**src/rtl/program_loader_pkg.sv**
```systemverilog
// Shared types for the byte-stream bootloader: FSM state encoding, frame
// length type and the default frame start marker.
// Optional feature macro used by importers: PROGRAM_LOADER_CHECKSUM_EN.
package program_loader_pkg;

  // Default frame start marker; the top exposes it as an overridable parameter.
  localparam logic [7:0] SYNC_BYTE_DEFAULT = 8'hA5;

  // Frame length field as carried on the wire (little-endian, two bytes).
  typedef logic [15:0] frame_len_t;

  // Loader FSM states. CHECK is only reachable in checksum builds.
  typedef enum logic [2:0] {
    IDLE   = 3'd0,
    SYNC   = 3'd1,
    LEN_LO = 3'd2,
    LEN_HI = 3'd3,
    DATA   = 3'd4,
    CHECK  = 3'd5,
    DONE   = 3'd6,
    ERROR  = 3'd7
  } state_t;

endpackage

```
**src/rtl/loader_checksum.sv**
```systemverilog
// Purpose : 8-bit modular accumulator for the payload checksum.
// Latency : sum reflects an add one cycle after add is asserted.
// Backpressure: none; the caller qualifies add with its own handshake.
// Ports   : clk, rst_n (async active-low), clear (zero the sum, wins over add),
//           add (accumulate data this cycle), data [7:0], sum [7:0].
module loader_checksum (
  input  logic       clk,
  input  logic       rst_n,
  input  logic       clear,
  input  logic       add,
  input  logic [7:0] data,
  output logic [7:0] sum
);

  always_ff @(posedge clk or negedge rst_n) begin
    if (!rst_n) begin
      sum <= 8'h00;
    end else if (clear) begin
      sum <= 8'h00;
    end else if (add) begin
      // Natural 8-bit wrap gives the mod-256 sum.
      sum <= sum + data;
    end
  end

endmodule

```
**src/rtl/program_loader.sv**
```systemverilog
// Purpose : byte-stream bootloader; parses SYNC/len/payload[/checksum] frames
//           and writes the payload into program memory, holding the CPU until
//           a complete image is in place.
// Latency : a payload byte accepted at cycle N is written at cycle N+1.
// Backpressure: rx_ready is a pure function of state; one byte per cycle max.
// Ports   : clk, rst_n (async active-low), start (arm; only sampled in
//           IDLE/DONE/ERROR), rx_data/rx_valid/rx_ready (byte handshake),
//           mem_write_enable/mem_write_data/mem_write_address (byte write
//           port), cpu_hold, load_done, load_error, bytes_written.
// Option  : define PROGRAM_LOADER_CHECKSUM_EN to require a trailing checksum
//           byte (sum of payload mod 256) before the image is declared done.
module program_loader
  import program_loader_pkg::*;
#(
  parameter int          MEM_BYTES = 1024,
  parameter logic [31:0] BASE_ADDR = 32'h0,
  parameter logic [7:0]  SYNC_BYTE = SYNC_BYTE_DEFAULT
) (
  input  logic        clk,
  input  logic        rst_n,
  input  logic        start,
  input  logic [7:0]  rx_data,
  input  logic        rx_valid,
  output logic        rx_ready,
  output logic        mem_write_enable,
  output logic [7:0]  mem_write_data,
  output logic [31:0] mem_write_address,
  output logic        cpu_hold,
  output logic        load_done,
  output logic        load_error,
  output logic [15:0] bytes_written
);

  // Largest legal length, one bit wider than the field so 65535 compares cleanly.
  localparam logic [16:0] MAX_LEN = 17'(MEM_BYTES);

  // Where the FSM goes once the payload is exhausted (or was empty).
`ifdef PROGRAM_LOADER_CHECKSUM_EN
  localparam state_t PAYLOAD_END = CHECK;
`else
  localparam state_t PAYLOAD_END = DONE;
`endif

  state_t     state;
  state_t     next_state;
  logic [7:0] len_lo;
  frame_len_t frame_len;
  frame_len_t len_rx;
  logic       accept;
  logic       data_accept;
  logic       last_byte;
  logic       arm;
  logic       clear_frame;

  assign accept      = rx_valid && rx_ready;
  assign data_accept = accept && (state == DATA);
  assign len_rx      = {rx_data, len_lo};
  // bytes_written doubles as the write index, so it counts bytes before this one.
  assign last_byte   = (bytes_written + 16'd1) == frame_len;
  assign clear_frame = arm || (state == IDLE);

`ifdef PROGRAM_LOADER_CHECKSUM_EN
  logic [7:0] checksum;

  loader_checksum u_checksum (
    .clk   (clk),
    .rst_n (rst_n),
    .clear (clear_frame),
    .add   (data_accept),
    .data  (rx_data),
    .sum   (checksum)
  );
`endif

  // State register.
  always_ff @(posedge clk or negedge rst_n) begin
    if (!rst_n) begin
      state <= IDLE;
    end else begin
      state <= next_state;
    end
  end

  // Next-state and handshake decode.
  always_comb begin
    next_state = state;
    rx_ready   = 1'b0;
    arm        = 1'b0;
    case (state)
      IDLE, DONE, ERROR: begin
        if (start) begin
          next_state = SYNC;
          arm        = 1'b1;
        end
      end
      SYNC: begin
        rx_ready = 1'b1;
        // Anything other than the marker is line noise and is dropped.
        if (rx_valid && (rx_data == SYNC_BYTE)) begin
          next_state = LEN_LO;
        end
      end
      LEN_LO: begin
        rx_ready = 1'b1;
        if (rx_valid) begin
          next_state = LEN_HI;
        end
      end
      LEN_HI: begin
        rx_ready = 1'b1;
        if (rx_valid) begin
          if ({1'b0, len_rx} > MAX_LEN) begin
            next_state = ERROR;
          end else if (len_rx == 16'd0) begin
            next_state = PAYLOAD_END;
          end else begin
            next_state = DATA;
          end
        end
      end
      DATA: begin
        rx_ready = 1'b1;
        if (rx_valid && last_byte) begin
          next_state = PAYLOAD_END;
        end
      end
`ifdef PROGRAM_LOADER_CHECKSUM_EN
      CHECK: begin
        rx_ready = 1'b1;
        // The last payload add lands the cycle the FSM enters CHECK, so the
        // sum is already complete by the earliest possible checksum accept.
        if (rx_valid) begin
          next_state = (rx_data == checksum) ? DONE : ERROR;
        end
      end
`endif
      default: begin
        next_state = IDLE;
      end
    endcase
  end

  // Length capture and the registered memory write port.
  always_ff @(posedge clk or negedge rst_n) begin
    if (!rst_n) begin
      len_lo            <= 8'h00;
      frame_len         <= 16'd0;
      mem_write_enable  <= 1'b0;
      mem_write_data    <= 8'h00;
      mem_write_address <= BASE_ADDR;
      bytes_written     <= 16'd0;
    end else begin
      // Strobe defaults low so each accepted byte yields exactly one write cycle.
      mem_write_enable <= 1'b0;
      if (clear_frame) begin
        bytes_written <= 16'd0;
      end
      if (accept && (state == LEN_LO)) begin
        len_lo <= rx_data;
      end
      if (accept && (state == LEN_HI)) begin
        frame_len <= len_rx;
      end
      if (data_accept) begin
        mem_write_enable  <= 1'b1;
        mem_write_data    <= rx_data;
        mem_write_address <= BASE_ADDR + {16'd0, bytes_written};
        bytes_written     <= bytes_written + 16'd1;
      end
    end
  end

  // Done is withheld while the final write strobe is still on the bus, so the
  // CPU is only released once every payload byte has reached memory.
  assign load_done  = (state == DONE) && !mem_write_enable;
  assign cpu_hold   = !load_done;
  assign load_error = (state == ERROR);

endmodule

```
**config.mk**
```make
export PLATFORM = sky130hd
export DESIGN_NAME = program_loader
export DESIGN_NICKNAME = d
export VERILOG_FILES = /design/src/rtl/program_loader_pkg.sv /design/src/rtl/loader_checksum.sv /design/src/rtl/program_loader.sv
export SDC_FILE = /design/constraint.sdc
export NUM_CORES = 1
export LEC_CHECK = 0
export CORE_UTILIZATION = 35
export CTS_CLUSTER_SIZE = 25
export DETAILED_ROUTE_END_ITERATION = 12
export HOLD_SLACK_MARGIN = 0.12
export MAX_ROUTING_LAYER = met4
export PLACE_DENSITY = 0.63
export SLEW_MARGIN = 0
export SYNTH_ARGS = -nofsm -noshare
export SYNTH_HDL_FRONTEND = slang
export SYNTH_HIERARCHICAL = 1
export SYNTH_SLANG_ARGS = --single-unit
```
**constraint.sdc**
```tcl
create_clock -name clk -period 2.7 [get_ports clk]
set_clock_uncertainty 0.1 [all_clocks]
set_input_delay 0.81 -clock clk [delete_from_list [all_inputs] [get_ports clk]]
set_output_delay 0.81 -clock clk [all_outputs]
set_load 0.03 [all_outputs]
```
After elaboration in Yosys (flattened, before gate mapping) --
Cells that the tools add are included.
Operators by class: add/subtract/negate cells 1, $lt $le $gt $ge 1, equality and inequality tests 13, muxes and demuxes 14, reductions and logical operators 16
Operators by type and width (number):
- $mux W16 | 2
- $add A16 B1 Y16 const B | 1
- $eq A16 B16 Y1 | 1
- $gt A16 B11 Y1 const B | 1
- $logic_not A16 Y1 | 1
- $mux W3 | 5
- $pmux W3 S5 | 1
- $eq A3 B3 Y1 const B | 3
- $eq A8 B8 Y1 const B | 1
- $ne A2 B2 Y1 const B | 4
- $logic_and A1 B1 Y1 | 7
- $eq A3 B2 Y1 const B | 2
- $reduce_and A5 Y1 | 1
- $mux W1 | 4
- $mux W2 | 2
- $reduce_or A4 Y1 | 1
- $eq A3 B1 Y1 const B | 1
- $logic_not A3 Y1 | 1
- $reduce_or A3 Y1 | 1
- $logic_not A1 Y1 | 2
- $ne A2 B1 Y1 const B | 1
- $reduce_bool A2 Y1 | 1
- $logic_or A1 B1 Y1 | 1
Storage, ports and cells: register bits after elaboration 68, bits of input ports 12, output and inout port bits 61, logic and storage cells 52

Depth between registers and ports, before layout --
depth in word-level cells 6, gate-level depth with buffers 8, mapped depth without buffers 7

Worst setup path after synthesis --
Ideal clock, no wire load.
path kind reg2reg, start reg bytes_written[1], end reg state[1], library setup time 0.082 ns, arrival 2.207 ns, data required time 2.518 ns, slack 0.311 ns, cell stages (with the launch flop) 9, buffers on the path 1, clock period less this slack 2.389 ns, cell sequence dfrtp_1 > ha_1 > nand3_4 > or3_1 > buf_2 > xnor2_1 > a211oi_2 > nand4_1 > a31oi_1
On the way: word-level cells in the longest chain between the ends 5
Ends and longest elaborated chain:
- start, declared | line program_loader.sv:31 | output logic [15:0] bytes_written
- start signal, assigned | line program_loader.sv:168 | bytes_written <= bytes_written + 16'd1;
- $add A16 B1 Y16 | line program_loader.sv:59 | assign last_byte = (bytes_written + 16'd1) == frame_len;
- $eq A16 B16 Y1 | line program_loader.sv:59
- $logic_and A1 B1 Y1 | line program_loader.sv:123 | if (rx_valid && last_byte) begin
- $ne A2 B1 Y1 (no line)
- $reduce_and A5 Y1 (no line)
- end signal, assigned | line program_loader.sv:80 | state <= next_state;
- end, declared | line program_loader.sv:44 | state_t state;
No other way between the ends. A chain may end at the register's enable or synchronous reset.

Worst setup path in the final report --
start reg state[0], end out load_done
On the way: word-level cells in the longest chain between the ends 2
Ends and longest elaborated chain:
- $eq A3 B3 Y1 | line program_loader.sv:175 | assign load_done = (state == DONE) && !mem_write_enable;
- $logic_and A1 B1 Y1 | line program_loader.sv:175
- end, declared | line program_loader.sv:29 | output logic load_done,
No other way between the ends.

==> reports/metrics.csv <==
stage;metric;value;unit
die;start_util;0.365;
die;fp.dieW;104;µm
critical_path;critPathCaptureType;primary output;
critical_path;start_kind;register;
global_route;grt_pass1_wl;14100;µm
placed_design;dp_hpwl;6040;µm
synth;netlist.area_leader.share;0.470;
clocking;cts-root-buf;clkbuf_8;
placed_design;port_buffers;56;
global_route;overflow;0;
synth;synth_ff_type;dfrtp_1;
sta;setup_violations;0;
clocking;insertion_delay;0.36;ns
die;fp-row-count;36;
sta;max_freq;383;MHz
clocking;cts.sinks;68;
synth;ys_types;59;
power;p_switching;0.00134;W
synth;synth_common_cells;nand2_1, dfrtp_1, o21ai_0;
final_layout;nets;452;
clocking;clkSlewWorstSetupHoldPaths;0.07;ns
synth;yosysWarningCount;6;
final_layout;syn_to_final_growth;26.6;%
drt;drt_pass1_iterations;4;
drt;drc_errors;0;
die;ios;73;
critical_path;critPathKind;register to primary output;
final_layout;num_antenna_cells;0;
synth;synth_area_leader_cell;dfrtp_1;
hold_path;hold_class;input port to async pin;
clocking;cts_buffers;9;
die;dieArea;10800;µm²
run;drv_cap;0;
critical_path;rr_worst_depth;6;
global_route;track_usage;0.172;
final_layout;drive_above_1_share;0.178;
power;fin_total_pwr;0.00390;W
synth;synth_seq_area_share;0.470;
sta;final.setup.tns;0;ns
sta;fin_ws;0.0887;ns
global_route;grt_start_max_net_pins;69;
die;die_h;104;µm
synth;ys_ff_latch;68;
sta;slew_violations;0;
power;swShare;0.344;
drt;routedWlPerCell;14.9;µm
synth;synth.cell_area;3620;µm²
synth;synth_edf_count;0;
sta;min_period;2.61;ns
power;p_per_area;852;nW/µm²
drt;num_vias;2894;
critical_path;cp_max_fo;9;
power;p_clk_frac;0.261;
drt;ant_nets;0;
final_layout;fillerInstances;954;
placed_design;gp_congestion;0.939;
global_route;grt_pass1_vias;2708;
outcome;status;complete, no violations;
clocking;cts_tree;yes;
synth;avgSynthCellArea;9.71;µm²
critical_path;cp.arrival;1.70;ns
power;leakage;2.08;nW
clocking;clock_path_buffers;2;
global_route;antenna_found_initial;0;
drt;viasPerCell;5.02;
power;p_comb_frac;0.347;
placed_design;pre_cts_ws;0.00924;ns
sta;hold_viol;0;
synth;async_flop_share;1.00;
power;vdd_ir_drop_max;504;µV
die;fp.coreArea;9910;µm²
synth;yosys.cell_count.top_type;nand2_1;
drt;drt_iter0_markers;141;
sta;rsz0062_at_grt;no;
drt;routed_wirelength;8580;µm
clocking;htreeDepth;3;
synth;syn-instance-count;373;
power;intPower;0.00256;W
critical_path;cp.required;1.79;ns
power;power_frac_seq;0.391;
synth;synth_top_cells_by_area;dfrtp_1, nand2_1, mux2_2;
sta;fin_crit_sh;0.967;
[layout make-up]
type / instances / area, µm² / share of cell area
Sequential cell: 68 / 1700 / 0.372
Multi-Input combinational cell: 273 / 1700 / 0.372
Timing Repair Buffer: 79 / 739 / 0.161
Tap cell: 133 / 166 / 0.0363
Clock buffer: 10 / 128 / 0.0278
Clock inverter: 6 / 113 / 0.0246
Inverter: 8 / 30.0 / 0.00655
[cells in the final DEF, fill, tap and decap left out, types with 2 or more instances in the layout]
cell type	Yosys	routed
buf_4	19	22
nor4_4	2	2
dfrtp_1	68	66
a31oi_1	4	4
nor4_1	4	4
dlygate4sd2_1	0	3
nand3_1	7	7
a22o_1	2	2
nand3_2	2	2
a21o_1	2	2
nor3_1	7	7
a21oi_1	6	6
nor2_1	16	16
o41ai_1	2	2
clkbuf_8	0	9
nand2_1	84	84
xnor2_1	12	12
o21ai_0	25	25
conb_1	1	16
or3_1	5	5
and3_1	2	2
clkinv_4	0	2
inv_1	8	8
clkdlybuf4s50_1	0	51
nand4_1	6	6
dfrtp_2	0	2
mux2i_1	2	2
xor2_1	9	9
o31ai_1	4	4
bufinv_16	0	3
mux2_2	24	24
[per-layer routing]
layer,track usage,up-vias,part of all wire
met4,0.0663,0,0.015
li1,-,1391,-
met2,0.256,84,0.47
met3,0.0434,11,0.043
met5,-,-,0
met1,0.225,1408,0.47
[state kept, by name, indices dropped and copies added (netlist names)]
register and cells:
mem_write_address 16, mem_write_data 8, state 3, bytes_written 16, len_lo 8, mem_write_enable 1, frame_len 16
[power groups by stage]
stage	sequential (W)	clock, W	combinational, W
floorplan	0.00162	0	0.000837
global placement	0.00153	0	0.00135
detailed placement	0.00154	0	0.00137
CTS	0.00153	0.00104	0.00137
global route	0.00157	0.00108	0.00148
finish	0.00153	0.00102	0.00136
[worst paths after layout]
check,startpoint,to,slack (ns)
min in group clk,mem_write_address[10],mem_write_address[10],0.37
worst max-delay path,state[0],load_done,0.09
worst min-delay path,rst_n,mem_write_address[4],0.35
worst max register to register,bytes_written[6],state[1],0.38
worst min register to register,mem_write_address[10],mem_write_address[10],0.37
max in group asynchronous,rst_n,bytes_written[11],1.82
[metrics by stage]
stage / instances / cell area [µm²] / hold slack [ns] / utilization
floorplan: 388 / 3680 / 0.400 / -
finish: 577 / 4580 / 0.349 / 0.463
detailed placement: 561 / 4340 / 0.362 / 0.438
global placement: 561 / 4340 / 0.357 / 0.438
CTS: 577 / 4580 / 0.380 / 0.462
global route: 577 / 4580 / 0.379 / 0.463
[timing repair]
action / CTS / global route
endpoints found under the hold margin: 0 / 0
hold buffers: 0 / 0
gates resized for setup: 3 / 3
setup buffers: 0 / 0
endpoints found under the setup margin: 3 / 3
[cell families after synthesis]
| group | after synthesis | share of synthesized area |
|---|---|---|
| AND/OR/NAND/NOR | 150 | 0.211 |
| multiplexers | 26 | 0.0802 |
| AO/OA/AOI/OAI | 58 | 0.104 |
| flip-flops | 68 | 0.470 |
| buffers and inverters | 47 | 0.0750 |
| adder cells (fa/ha/maj) | 1 | 0.00345 |
| XOR/XNOR | 22 | 0.0553 |
| other | 1 | 0.00104 |
[critical path, cell delays in order, from the launching register on]
cell and delay [ns]:
dfrtp_1 0.48, or3_1 0.42, inv_1 0.06, dlygate4sd2_1 0.39
(Power assumes the default switching activity.)
